**src/rtl/bin2bcd_seq_if.sv**
```systemverilog
// Handshake/result bundle for bin2bcd_seq.
//   master: drives in_valid/in_bin, receives in_ready and the result outputs
//   slave : the converter side
// Signals:
//   in_valid  - in_bin is valid this cycle
//   in_ready  - converter can accept
//   in_bin    - unsigned value to convert (BIN_W bits)
//   out_valid - one-cycle pulse: new result on out_*
//   out_bcd   - 8 packed BCD digits, digit 0 in bits [3:0]
//   out_blank - bit i set: display digit i should be blanked
//   out_ovf   - last accepted value exceeded 99,999,999
interface bin2bcd_seq_if #(
    parameter int unsigned BIN_W = 27
) ();
    logic             in_valid;
    logic             in_ready;
    logic [BIN_W-1:0] in_bin;
    logic             out_valid;
    logic [31:0]      out_bcd;
    logic [7:0]       out_blank;
    logic             out_ovf;

    modport master (
        output in_valid, in_bin,
        input  in_ready, out_valid, out_bcd, out_blank, out_ovf
    );

    modport slave (
        input  in_valid, in_bin,
        output in_ready, out_valid, out_bcd, out_blank, out_ovf
    );
endinterface

```
**src/rtl/bin2bcd_seq.sv**
```systemverilog
// Sequential binary-to-BCD converter (shift-and-add-3, one bit per clock).
// Feeds the 8-digit seven-segment driver with packed BCD digits, a
// leading-zero blank mask and an overflow flag. Results hold between pulses.
// Ports:
//   clk - clock
//   rst - synchronous, active-high reset
//   bus - bin2bcd_seq_if.slave (valid/ready input, registered result outputs)
module bin2bcd_seq #(
    parameter int unsigned BIN_W = 27,
    parameter int unsigned NDIG  = 8
) (
    input  logic           clk,
    input  logic           rst,
    bin2bcd_seq_if.slave   bus
);
    localparam int unsigned BCD_W = 4 * NDIG;
    localparam int unsigned CNT_W = $clog2(BIN_W + 1);
    localparam logic [26:0] MAX_DEC = 27'd99_999_999;

    // S_FINISH is the cycle after the last shift, where the final mask is
    // built from the settled accumulator; S_DONE is the out_valid cycle.
    typedef enum logic [1:0] {
        S_IDLE,
        S_SHIFT,
        S_FINISH,
        S_DONE
    } state_t;

    state_t             state_q;
    logic [BIN_W-1:0]   bin_q;
    logic [BCD_W-1:0]   acc_q;
    logic [CNT_W-1:0]   cnt_q;
    logic               ovf_q;
    logic               out_valid_q;
    logic [BCD_W-1:0]   out_bcd_q;
    logic [NDIG-1:0]    out_blank_q;
    logic               out_ovf_q;

    logic [BCD_W-1:0]   adj;
    logic [BCD_W-1:0]   acc_d;
    logic [BIN_W-1:0]   bin_d;
    logic [NDIG-1:0]    blank_mask;
    logic               all_zero;
    logic [26:0]        bin_ext;

    assign bin_ext = 27'(bus.in_bin);

    // Add-3 correction on every nibble in parallel, no inter-nibble carry,
    // followed by a one-bit left shift of {bcd, bin}.
    always_comb begin
        adj = acc_q;
        for (int unsigned i = 0; i < NDIG; i++) begin
            if (acc_q[4*i +: 4] >= 4'd5) begin
                adj[4*i +: 4] = acc_q[4*i +: 4] + 4'd3;
            end
        end
        acc_d = {adj[BCD_W-2:0], bin_q[BIN_W-1]};
        bin_d = {bin_q[BIN_W-2:0], 1'b0};
    end

    // Bit i (i >= 1) set when digits i..NDIG-1 are all zero; bit 0 never set.
    always_comb begin
        blank_mask = '0;
        all_zero   = 1'b1;
        for (int unsigned k = 0; k < NDIG - 1; k++) begin
            all_zero = all_zero && (acc_q[4*(NDIG-1-k) +: 4] == 4'd0);
            blank_mask[NDIG-1-k] = all_zero;
        end
    end

    always_ff @(posedge clk) begin
        if (rst) begin
            state_q     <= S_IDLE;
            bin_q       <= '0;
            acc_q       <= '0;
            cnt_q       <= '0;
            ovf_q       <= 1'b0;
            out_valid_q <= 1'b0;
            out_bcd_q   <= '0;
            out_blank_q <= NDIG'(8'hFE);
            out_ovf_q   <= 1'b0;
        end else begin
            out_valid_q <= 1'b0;
            case (state_q)
                S_IDLE: begin
                    if (bus.in_valid) begin
                        bin_q   <= bus.in_bin;
                        acc_q   <= '0;
                        cnt_q   <= CNT_W'(BIN_W);
                        ovf_q   <= (bin_ext > MAX_DEC);
                        state_q <= S_SHIFT;
                    end
                end
                S_SHIFT: begin
                    acc_q <= acc_d;
                    bin_q <= bin_d;
                    cnt_q <= cnt_q - CNT_W'(1);
                    if (cnt_q == CNT_W'(1)) begin
                        state_q <= S_FINISH;
                    end
                end
                S_FINISH: begin
                    out_bcd_q   <= ovf_q ? {NDIG{4'h9}} : acc_q;
                    out_blank_q <= ovf_q ? '0 : blank_mask;
                    out_ovf_q   <= ovf_q;
                    out_valid_q <= 1'b1;
                    state_q     <= S_DONE;
                end
                S_DONE: begin
                    state_q <= S_IDLE;
                end
                default: begin
                    state_q <= S_IDLE;
                end
            endcase
        end
    end

    assign bus.in_ready  = (state_q == S_IDLE);
    assign bus.out_valid = out_valid_q;
    assign bus.out_bcd   = out_bcd_q;
    assign bus.out_blank = out_blank_q;
    assign bus.out_ovf   = out_ovf_q;
endmodule

```
**src/flat_wrapper.sv**
```systemverilog
// flat-port wrapper written by rule: the top's interface ports become plain ports
module bin2bcd_seq_flat 
#(
    parameter int unsigned BIN_W = 27,
    parameter int unsigned NDIG  = 8
)
  (clk, rst, bus_in_valid, bus_in_bin, bus_in_ready, bus_out_valid, bus_out_bcd, bus_out_blank, bus_out_ovf);
  bin2bcd_seq_if #(.BIN_W(BIN_W)) bus_i ();
  input  logic clk;
  input  logic rst;
  input wire logic [$bits(bus_i.in_valid)-1:0] bus_in_valid;
  input wire logic [$bits(bus_i.in_bin)-1:0] bus_in_bin;
  output wire logic [$bits(bus_i.in_ready)-1:0] bus_in_ready;
  output wire logic [$bits(bus_i.out_valid)-1:0] bus_out_valid;
  output wire logic [$bits(bus_i.out_bcd)-1:0] bus_out_bcd;
  output wire logic [$bits(bus_i.out_blank)-1:0] bus_out_blank;
  output wire logic [$bits(bus_i.out_ovf)-1:0] bus_out_ovf;
  assign bus_i.in_valid = bus_in_valid;
  assign bus_i.in_bin = bus_in_bin;
  assign bus_in_ready = bus_i.in_ready;
  assign bus_out_valid = bus_i.out_valid;
  assign bus_out_bcd = bus_i.out_bcd;
  assign bus_out_blank = bus_i.out_blank;
  assign bus_out_ovf = bus_i.out_ovf;
  bin2bcd_seq #(.BIN_W(BIN_W), .NDIG(NDIG)) u_core (.clk(clk), .rst(rst), .bus(bus_i));
endmodule
```
**config.mk**
```make
export PLATFORM = sky130hd
export DESIGN_NAME = bin2bcd_seq_flat
export DESIGN_NICKNAME = d
export VERILOG_FILES = /design/src/rtl/bin2bcd_seq_if.sv /design/src/rtl/bin2bcd_seq.sv /design/src/flat_wrapper.sv
export SDC_FILE = /design/constraint.sdc
export NUM_CORES = 1
export LEC_CHECK = 0
export ABC_CLOCK_PERIOD_IN_PS = 2500
export BUFFER_PORTS_ARGS = -buffer_cell sky130_fd_sc_hd__buf_2
export CAP_MARGIN = 40
export CORE_ASPECT_RATIO = 1.5
export CORE_UTILIZATION = 40
export CTS_BUF_LIST = sky130_fd_sc_hd__clkbuf_4 sky130_fd_sc_hd__clkbuf_8
export CTS_CLUSTER_DIAMETER = 50
export DETAILED_ROUTE_END_ITERATION = 6
export PLACE_DENSITY = 0.58
export REMOVE_ABC_BUFFERS = 1
export SLEW_MARGIN = 0
export SYNTH_ARGS = -nofsm -noshare
export SYNTH_HDL_FRONTEND = slang
export SYNTH_SLANG_ARGS = --single-unit
```
**constraint.sdc**
```tcl
create_clock -name clk -period 2.5 [get_ports clk]
set_input_delay 0.375 -clock clk [delete_from_list [all_inputs] [get_ports clk]]
set_output_delay 0.375 -clock clk [all_outputs]
set_load 0.02 [all_outputs]
```
==> results.txt <==
Status - finished clean
Area of the multi-input gates - 2590 um^2
Largest net degree at the start of global routing - 56
Share of post-route cells with drive strength above 1 - 16.8%
Asr flop ratio synth - 0%
Die X - 93.1 um
Synth Instances - 553
Dpl ws - 563 ps
Num ports - 73
Post-CTS Setup Bufs - 0
# fillers - 1188
Clk sinks - 108
First-pass GRT wire length - 19.6 mm
Final Skew - 9.90 ps
Combinational power share - 39.2%
Design area - 5710 um^2
Initial antenna violation count - 0
P_leak - 2.28 nW
Relative slew slack - 46.5%
Area growth, synth to finish - 14.5%
Yosys cell types - 41
Synth warn - 0
Overall die height - 139 um
Slew Limit Fails - 0
Yosys reg bits - 108
Final setup vio count - 0
TritonRoute pass-1 iters - 4
Routed Wire Length - 11.7 mm
Post-route antenna net violation count - 0
Worst R2R Start - u_core.state_q[0]
Internal - 3.50 mW
Metal1 wirelength - 5.22 mm
Max-cap violations - 0
Min-Delay Path Class - in2reg
Vias in the first global route - 4028
DR WL/cell - 15.2 um
DRC errors left - 0
Max Root-Sink Buffers - 2
H-tree levels - 3
Switching pwr - 2.24 mW
GR Overflow Total - 0
Post-Place Cells - 755
Antenna cells - 0
GP Congestion - 0.807
Initial cell density of the core - 41.2%
Root Buffer - clkbuf_8
Flop pwr share - 41.1%
Placeable Area - 12100 um^2
# rows - 49
PostCTS Resize Cnt - 0
Metal3 WL - 458 um
Crit-path max FO - 3
Mapped Area - 4980 um^2
Layout Nets - 671
Vias - 4194
Least-Margin Pin Slew - 799 ps
Post-synth EDFFs - 0
CTS tree - yes
Min-delay src - bus_in_bin[7]
Post-Layout Cell Count - 771
Top Metal Used - met4
CTS Buf Count - 9
Dpl hpwl - 8.22 mm
Overall Power - 5.74 mW
Fin crit share - 78.2%
Worst path required time - 2820 ps
Top FF cell, synth - dfxtp_1
Commonest non-fill, non-tap cell in the layout - dfxtp_1
Post-synthesis sequential area ratio - 43.4%
Final worst setup slack - 545 ps
Clock period minus worst slack - 1950 ps
Crit path from - u_core.state_q[0]
RSZ-0062 raised after global routing - no
VDD IR max - 448 uV
Clock slew at reported path FFs - 100 ps
Critical path capture point type - flip-flop
Total GRT Usage - 19.0%
Area of all sequential standard cells - 2160 um^2
Placement Cell Area - 5500 um^2
Fin util - 47.2%
Vias per cell - 5.44
Endpoints failing hold - 0
Most frequent cells in the layout - 108 x dfxtp_1, 79 x nor2_1, 71 x buf_2
Pwr Density - 1010 nW/um^2
Hold-fix buffers at CTS - 0
Sw Ratio - 39.0%
Crit Path Class - reg2reg
Routed wl met2 - 5.85 mm
Avg Inst Size Synth - 9.01 um^2
Worst EP arrival - 2270 ps
IO Port Bufs - 71
Worst skew pair latency - 380 ps
Worst Setup Start Kind - flip-flop
Die ar. - 12900 um^2
FMAX - 512 MHz
Clk network pwr share - 19.6%
Iter 0 DRT Violations - 220
## layout make-up
class,count,share of cell area (%)
inverter,21,1.38
multi-input combinational,388,45.5
clock inverter,5,1.05
sequential,108,37.9
clock buffer,11,2.54
timing repair buffer,85,8.29
tap,153,3.36
## per-layer routing
metal  global-route usage [%]  up-vias
met4                     6.80        0
met5                        0        -
met1                     23.0     2011
met3                     3.78       10
li1                         -     2094
met2                     33.0       79
## flip-flops by register name, summed over array words and instances, names as in the netlist
name and count:
u_core.acc_q 32, u_core.bin_q 27, u_core.bus.out_bcd 32, u_core.bus.out_blank 7, u_core.bus.out_ovf 1, u_core.bus.out_valid 1
u_core.cnt_q 5, u_core.ovf_q 1, u_core.state_q 2
## per-stage QoR
| stage | hold slack (ps) | TNS [ps] |
|---|---|---|
| CTS | 318 | 0 |
| global placement | 448 | 0 |
| floorplan | 434 | -74430 |
| detailed placement | 454 | 0 |
| finish | 330 | 0 |
| global route | 323 | 0 |
## worst paths after layout
| check | end | slack, ps | depth (start not counted) |
|---|---|---|---|
| worst min-delay path | u_core.bin_q[7] | 330 | 3 |
| worst max register to register | u_core.bus.out_blank[1] | 550 | 6 |
| worst min register to register | u_core.bus.out_bcd[5] | 470 | 2 |
| worst max-delay path | u_core.bus.out_blank[1] | 550 | 6 |
## kinds of logic after synthesis
| family | Yosys count | synth area share (%) |
|---|---|---|
| mux | 36 | 7.23 |
| xor+xnor | 9 | 1.58 |
| simple gates | 168 | 16.4 |
| fa+ha+maj | 28 | 7.03 |
| other cells | 1 | 0.0753 |
| buf+inv | 57 | 4.70 |
| flops | 108 | 43.4 |
| compound gates | 146 | 19.6 |
## Yosys cell counts (10+ instances only)
master	number	area, um^2
ha_1	28	350
nand2_1	24	90.1
buf_2	13	65.1
inv_1	20	75.1
o21ai_0	18	90.1
nor2_1	80	300
o22ai_1	10	62.6
nand3_1	10	50.1
dfxtp_1	108	2160
clkbuf_1	17	63.8
a22oi_1	13	97.6
a21oi_1	36	180
mux2i_1	36	360
nand2b_1	14	87.6
a211oi_1	34	255
a22o_1	16	140
## power groups by stage
| stage | logic (mW) | clock network [mW] | registers, mW |
|---|---|---|---|
| after floorplan | 1.38 | 0 | 2.53 |
| after global placement | 2.23 | 0 | 2.39 |
| after detailed placement | 2.28 | 0 | 2.40 |
| after CTS | 2.29 | 1.15 | 2.36 |
| after global routing | 2.51 | 1.23 | 2.42 |
| final | 2.25 | 1.12 | 2.36 |
## critical path, stage by stage (launching register included)
cell,delay (ps)
dfxtp_1,340
inv_1,90
ha_1,190
nor4b_2,400
nand4_1,220
or3_1,510
o21ai_1,150
(Power assumes the default switching activity.)
